==> config.mk <==
export PLATFORM = sky130hd
export DESIGN_NAME = rr_arbiter
export DESIGN_NICKNAME = d
export VERILOG_FILES = /design/src/rtl/arb_pkg.sv /design/src/rtl/thermometer_decoder.sv /design/src/rtl/rr_arbiter.sv
export SDC_FILE = /design/constraint.sdc
export NUM_CORES = 1
export LEC_CHECK = 0
export ABC_AREA = 0
export CAP_MARGIN = 20
export CORE_AREA = 2 2 39 41
export CTS_CLUSTER_DIAMETER = 100
export DETAILED_ROUTE_END_ITERATION = 8
export DIE_AREA = 0 0 41 43
export PLACE_DENSITY = 0.66
export SLEW_MARGIN = 20
export SYNTH_ARGS = -nofsm -noshare
export SYNTH_HDL_FRONTEND = slang
export SYNTH_SLANG_ARGS = --single-unit
==> constraint.sdc <==
create_clock -name clk -period 2.25 [get_ports clk]
set_clock_uncertainty 0.1 [all_clocks]
set_input_delay 0.3375 -clock clk [delete_from_list [all_inputs] [get_ports clk]]
set_output_delay 0.3375 -clock clk [all_outputs]
set_load 0.03 [all_outputs]
==> src/rtl/arb_pkg.sv <==
// Shared types for the round-robin arbiter: FSM state encoding.
package arb_pkg;

  typedef enum logic {
    IDLE    = 1'b0,
    GRANTED = 1'b1
  } arb_state_t;

endpackage

==> src/rtl/thermometer_decoder.sv <==
// Thermometer decoder: sets the top `count` bits of a 2**InBitWidth vector.
module thermometer_decoder #(
  parameter int InBitWidth = 2,
  localparam int OutBitWidth = 2**InBitWidth
) (
  input  logic [InBitWidth-1:0]  count,
  output logic [OutBitWidth-1:0] therm
);

  always_comb begin
    therm = '0;
    for (int i = 0; i < OutBitWidth; i++) begin
      therm[i] = (int'(count) + i) >= OutBitWidth;
    end
  end

endmodule

==> src/rtl/rr_arbiter.sv <==
// Round-robin arbiter: one owner at a time, tenure ended only by release_grant,
// priority rotates to the requester just above the previous owner.
module rr_arbiter
  import arb_pkg::*;
#(
  parameter int IdxBitWidth = 2,
  localparam int NumReq = 2**IdxBitWidth
) (
  input  logic                   clk,
  input  logic                   rst,
  input  logic [NumReq-1:0]      req,
  input  logic                   release_grant,
  output logic [NumReq-1:0]      grant,
  output logic [IdxBitWidth-1:0] grant_idx,
  output logic                   grant_valid,
  output arb_state_t             dbg_state
);

  // Protocol: req is a level held by each requester; a grant is issued one
  // cycle after req is seen in IDLE and is held until the owner pulses
  // release_grant, after which the arbiter spends one cycle in IDLE.
  arb_state_t               state_q, state_d;
  logic [IdxBitWidth-1:0]   ptr_q, ptr_d;
  logic [NumReq-1:0]        grant_q, grant_d;
  logic [IdxBitWidth-1:0]   idx_q, idx_d;

  logic [NumReq-1:0]        mask;
  logic [NumReq-1:0]        cand;
  logic [NumReq-1:0]        winner_oh;
  logic [IdxBitWidth-1:0]   winner_idx;

  thermometer_decoder #(
    .InBitWidth(IdxBitWidth)
  ) u_mask (
    .count(~ptr_q),
    .therm(mask)
  );

  // Prefer requesters strictly above the last owner, else wrap to lowest.
  always_comb begin
    cand       = ((req & mask) != '0) ? (req & mask) : req;
    winner_oh  = cand & (~cand + NumReq'(1));
    winner_idx = '0;
    for (int i = 0; i < NumReq; i++) begin
      if (winner_oh[i]) winner_idx = IdxBitWidth'(i);
    end
  end

  always_comb begin
    state_d = state_q;
    ptr_d   = ptr_q;
    grant_d = grant_q;
    idx_d   = idx_q;
    case (state_q)
      IDLE: begin
        if (req != '0) begin
          state_d = GRANTED;
          grant_d = winner_oh;
          idx_d   = winner_idx;
        end
      end
      GRANTED: begin
        if (release_grant) begin
          state_d = IDLE;
          ptr_d   = idx_q;
          grant_d = '0;
          idx_d   = '0;
        end
      end
      default: begin
        state_d = IDLE;
        grant_d = '0;
        idx_d   = '0;
      end
    endcase
  end

  always_ff @(posedge clk) begin
    if (rst) begin
      state_q <= IDLE;
      ptr_q   <= IdxBitWidth'(NumReq - 1);
      grant_q <= '0;
      idx_q   <= '0;
    end else begin
      state_q <= state_d;
      ptr_q   <= ptr_d;
      grant_q <= grant_d;
      idx_q   <= idx_d;
    end
  end

  assign grant       = grant_q;
  assign grant_idx   = idx_q;
  assign grant_valid = (state_q == GRANTED);
  assign dbg_state   = state_q;

endmodule

======== Word level (Yosys, flattened, before mapping) ========
Cells that the tools add are included.
word-level totals
  register bits ........................... 9
  output and inout bits ................... 8
  logic and storage cells ................. 36
operators by class
  add/subtract/negate cells ............... 4
  magnitude comparators ................... 4
  equal/unequal tests ..................... 2
  muxes and demuxes ....................... 13
  bitwise gates (word level) .............. 5
  reduce and logical (&&, ||, !) cells .... 4
operators with widths
  cell                                                   count
  >= comparator 32 x 4 -> 1 bit (second input constant)  3
  2-to-1 mux 4 bit                                       3
  AND 4 bit                                              2
  2-to-1 mux 2 bit                                       4
  one-hot mux 4 bit (2 select lines)                     1
  nonzero test 4 bit                                     2
  adder 2 x 2 -> 3 bit (second input constant)           2
  adder 4 x 1 -> 4 bit (second input constant)           1
  inequality test 2 bit (second input constant)          2
  inverter 4 bit                                         1
  one-hot mux 2 bit (2 select lines)                     1
  AND reduction 2 bit                                    2
  adder 2 x 1 -> 3 bit (second input constant)           1
  >= comparator 2 x 3 -> 1 bit (second input constant)   1
  2-to-1 mux 1 bit                                       3
  inverter 2 bit                                         1
  one-hot mux 1 bit (2 select lines)                     1
  inverter 1 bit                                         1

======== Longest topological paths before layout ========
Gate-level depths: netlist (run 1).
  depth in word-level cells ............... 14
  gate-level depth with buffers ........... 4
  depth with buffers taken out ............ 4

======== Cells and area by module ========
From an unflattened synthesis (run 1), not the netlist that was laid out.
second synthesis, totals
  cells, all modules ...................... 56
  area, all modules ....................... 464.2 um^2
modules (own cells, without submodules)
  module               times used  cells each  area each (um^2)  seq. area each (um^2)
  rr_arbiter           1           51          435.4             180.2
  thermometer_decoder  1           5           28.8              0.0

======== Worst setup path before layout (run 1) ========
Ideal clock, no wire load.
  path kind ............................... input port to flip-flop
  from .................................... input req[1]
  to ...................................... register grant_q[0], in the netlist grant[0]
  arrival ................................. 1.283 ns
  data required time ...................... 2.083 ns
  setup slack ............................. 0.800 ns
  stages on the path ...................... 4
  path buffers ............................ 0
  cell sequence ........................... or4_4 -> mux2i_4 -> nand2_1 -> a21oi_2
on the way
  word-level cells in the longest chain between the ends .. 8
  elaborated cells between the ends (all ways) .. 11
  classes of those cells .................. add/sub: 1; eq/ne: 1; mux: 3; bitwise: 3; reduce/logical: 3
RTL lines
  element                             line              source
  from (decl)                         rr_arbiter.sv:11  input logic [NumReq-1:0] req,
  AND 4 bit                           rr_arbiter.sv:41  cand = ((req & mask) != '0) ? (req & mask) : req;
  nonzero test 4 bit                  rr_arbiter.sv:41
  2-to-1 mux 4 bit                    rr_arbiter.sv:41
  inverter 4 bit                      rr_arbiter.sv:42  winner_oh = cand & (~cand + NumReq'(1));
  adder 4 x 1 -> 4 bit                rr_arbiter.sv:42
  AND 4 bit                           rr_arbiter.sv:42
  2-to-1 mux 4 bit                    rr_arbiter.sv:56  if (req != '0) begin
  one-hot mux 4 bit (2 select lines)  rr_arbiter.sv:54  case (state_q)
  to (signal assigned)                rr_arbiter.sv:87  grant_q <= grant_d;
  to (decl)                           rr_arbiter.sv:24  logic [NumReq-1:0] grant_q, grant_d;
Several ways; a longest one is shown, not always the timed one. The select of a mux whose other input is x is not followed.
A chain may end at the register's enable or synchronous reset.

======== Final worst setup path (run 1) ========
  from .................................... register state_q, in the netlist dbg_state
  to ...................................... output dbg_state
RTL lines
  element                 line              source
  from (decl)             rr_arbiter.sv:22  arb_state_t state_q, state_d;
  from (signal assigned)  rr_arbiter.sv:85  state_q <= state_d;
  to (decl)               rr_arbiter.sv:16  output arb_state_t dbg_state
No word-level cell between the ends.

==> results of run 1 <==
==> kinds of logic after synthesis <==
kind of cell,count (synthesis)
buffers and inverters,6
adders and majority gates,1
DFF,9
muxes,1
AOI/OAI and AO/OA,18
and+or+nand+nor,21
==> area by class of cell <==
| type | count | share of cell area |
|---|---|---|
| Multi-Input combinational cell | 41 | 0.433 |
| Sequential cell | 9 | 0.270 |
| Timing Repair Buffer | 14 | 0.210 |
| Clock buffer | 4 | 0.0394 |
| Tap cell | 16 | 0.0300 |
| Inverter | 3 | 0.0169 |
==> state kept, by name, indices dropped and copies added, names as in the netlist <==
| register | cells |
|---|---|
| dbg_state | 1 |
| ptr_q | 2 |
| grant_idx | 2 |
| grant | 4 |
==> Yosys cell counts (all sizes together) <==
| master | number |
|---|---|
| o22ai | 1 |
| or3 | 1 |
| inv | 3 |
| buf | 1 |
| a211o | 2 |
| dfxtp | 9 |
| clkbuf | 2 |
| and3 | 2 |
| and2 | 1 |
| or4 | 1 |
| a311o | 1 |
| a21oi | 4 |
| or2 | 1 |
| nand3b | 4 |
| o21ai | 5 |
| nand2 | 3 |
| nor3b | 1 |
| maj3 | 1 |
| a311oi | 1 |
| o21bai | 1 |
| o41ai | 3 |
| mux2i | 1 |
| nand2b | 3 |
| nor2 | 4 |
==> power breakdown <==
| group | switching [uW] | internal, uW | total [uW] |
|---|---|---|---|
| registers | 12.5 | 170 | 182 |
| logic | 49.1 | 45.0 | 94.1 |
| clock network | 55.2 | 68.2 | 123 |
| total | 117 | 283 | 400 |
==> cells in the final DEF (no fill, tap or decap) <==
cell | synthesis | layout
o21ai_0 | 4 | 4
nand2_1 | 2 | 2
or4_4 | 1 | 1
inv_1 | 3 | 3
a211o_1 | 2 | 2
o22ai_1 | 1 | 1
o41ai_1 | 3 | 3
and3_1 | 2 | 2
or2_2 | 1 | 1
o21bai_1 | 1 | 1
nand3b_1 | 4 | 4
or3_1 | 1 | 1
nand2_2 | 1 | 1
and2_1 | 1 | 1
a21oi_1 | 2 | 2
mux2i_4 | 1 | 1
o21ai_1 | 1 | 1
clkbuf_1 | 1 | 1
clkbuf_4 | 0 | 3
a311o_1 | 1 | 1
clkdlybuf4s50_1 | 0 | 14
nor3b_1 | 1 | 1
nand2b_1 | 3 | 3
a21oi_2 | 2 | 2
nor2_1 | 4 | 4
dfxtp_1 | 9 | 9
a311oi_1 | 1 | 1
maj3_1 | 1 | 1
==> through the flow <==
stage	cells	utilization
after floorplan	56	-
after global placement	83	0.463
after detailed placement	83	0.463
after CTS	87	0.482
after global routing	87	0.482
final	87	0.482
==> worst register-to-register path: cells and delay by family (launching register included) <==
| kind | cells | cell delay [ns] |
|---|---|---|
| flops | 1 | 0.41 |
| simple gates | 1 | 0.17 |
| fa+ha+maj | 1 | 0.34 |
| buf+inv | 1 | 0.11 |
| compound gates | 1 | 0.22 |
==> worst max path at each step <==
stage | slack [ns] | cells after the start | end | startpoint
after global placement | 0.20 | 5 | grant[2] | req[1]
after global routing | 0.19 | 1 | grant_valid | dbg_state
after detailed placement | 0.17 | 5 | grant[1] | req[1]
after floorplan | 0.80 | 4 | grant[0] | req[1]
final | 0.28 | 1 | dbg_state | dbg_state
after CTS | 0.25 | 1 | grant_valid | dbg_state
==> per-layer routing <==
layer,up-vias,track usage,wire length [microns]
met5,-,0,0
met4,0,0.0400,7
met3,2,0.0785,71
met2,12,0.225,508
met1,199,0.194,500
li1,238,-,-
==> impl_metrics.csv, run 1 <==
group,metric,value,unit
critical_path,critPathKind,"flop to primary output",
die,core-area,1380,sq um
critical_path,startpoint_type,"flop",
logic_synthesis,synth_top_cell_area_share,0.363,
grt,grt_usage,0.154,
logic_synthesis,synth_area_per_cell,8.87,sq um
clocking,hold_buffers,0,
die,dieArea,1760,sq um
power_and_ir_drop,finalPower,400,uW
route,drt_iter0_markers,3,
logic_synthesis,ys_seq_elements,9,
logic_synthesis,synth_top_area_cell,"dfxtp_1",
die,start_util,0.359,
clocking,clock-root-buffer,"clkbuf_4",
final_layout,seq_area,180,sq um
clocking,h-tree-depth,1,
clocking,cts_buffer_depth,2,
route,vias_per_cell,5.18,
route,wl_per_cell,12.5,microns
placement,dpl.hpwl,819,microns
grt,grt_pass1_wl,1.81,mm
job,max_cap_viol_count,0,
timing,timing.final.ws_setup,0.279,ns
power_and_ir_drop,vdd_ir_drop_max,319,uV
critical_path,crit_buf_inv,1,
critical_path,cp.arrival,1.53,ns
logic_synthesis,synthAdderAreaFrac,0.0202,
placement,place_ws,0.172,ns
power_and_ir_drop,p_leak,0.000244,uW
critical_path,max_stage_delay,0.74,ns
route,antenna_left,0,
logic_synthesis,synth_top_family_by_area,"compound AO/OA/AOI/OAI gates",
timing,setup_viol,0,
logic_synthesis,ys_seq_area_frac,0.363,
placement,globalplace.congestion,0.800,
die,dieWidth,41,microns
clocking,clk_latency,0.26,ns
clocking,clk_pin_slew,0.07,ns
logic_synthesis,ys_types,28,
clocking,cts_inserted_buffers,3,
logic_synthesis,synthMuxAreaShare,0.0453,
logic_synthesis,synthCells,56,
critical_path,rr_startpoint,"ptr_q[1]",
die,ios,15,
critical_path,reg2reg_setup_slack,0.78,ns
critical_path,timing.rr.end,"grant_idx[0]",
power_and_ir_drop,p_per_area,599,nW/um^2
placement,placed_area,641,sq um
timing,fin_crit_sh,0.876,
logic_synthesis,synth_nets,63,
logic_synthesis,synth-simple-area-share,0.257,
final_layout,syn_to_final_growth,34.3,%
critical_path,cp_slowest_cell,"clkdlybuf4s50_1",
final_layout,fill_cells,156,
timing,grt_setup_unrepaired,"false",
final_layout,num-nets-final,79,
route,dr_total_vias,451,
die,rows,14,
timing,whs,0.361,ns
logic_synthesis,synth_compound_area_frac,0.259,
clocking,cts_tree,"built",
timing,relSlewSlack,0.690,
final_layout,drive_gt1_frac,0.127,
logic_synthesis,syn_area,497,sq um
route,drt-total-wl,1.09,mm
clocking,cts_resized,0,
timing,maxSlewViolCount,0,
die,die_h,43,microns
timing,hold_viol_final,0,
grt,grt_pass1_vias,427,
timing,tightest_slew,0.464,ns
placement,numPortBuffers,14,
final_layout,design_area,667,sq um
critical_path,path_delay_family,"buffers and inverters",
grt,gr-total-overflow,0,
logic_synthesis,ys_warn_count,0,
logic_synthesis,synth_xor_area_frac,0,
route,drc,0,
route,drt_first_pass_iters,4,
clocking,cts_sinks,9,
logic_synthesis,synthTopCellsByArea,"dfxtp_1, nand3b_1, o41ai_1",
critical_path,endpoint_kind,"primary output",
critical_path,crit_chain,"clkdlybuf4s50_1",
hold_path,hold_path_class,"flop to flop",
grt,grt_max_degree,14,
timing,fmax,507,MHz
grt,antenna_found_initial,0,
critical_path,reg2reg_depth,4,
critical_path,cp_max_fo,10,
clocking,post_cts_buffers,0,
hold_path,min_from,"grant[0]",
timing,min_period,1.97,ns
hold_path,holdPathEnd,"grant[0]",
critical_path,crit_required,1.81,ns
hold_path,hold_depth,2,
timing,setup_tns,0,ns
run_status,outcome,"finished clean",
final_layout,multi_input_area,289,sq um
final_layout,antenna_cells,0,
No activity file was read; power rests on OpenSTA's default activity.
==> run 2: changes to the inputs <==
Settings changed: ABC_CLOCK_PERIOD_IN_PS set to 2250, HOLD_SLACK_MARGIN set to 0.06.
==> results of run 2 <==
The final DEF is identical to that of run 1; final timing and power are the same.
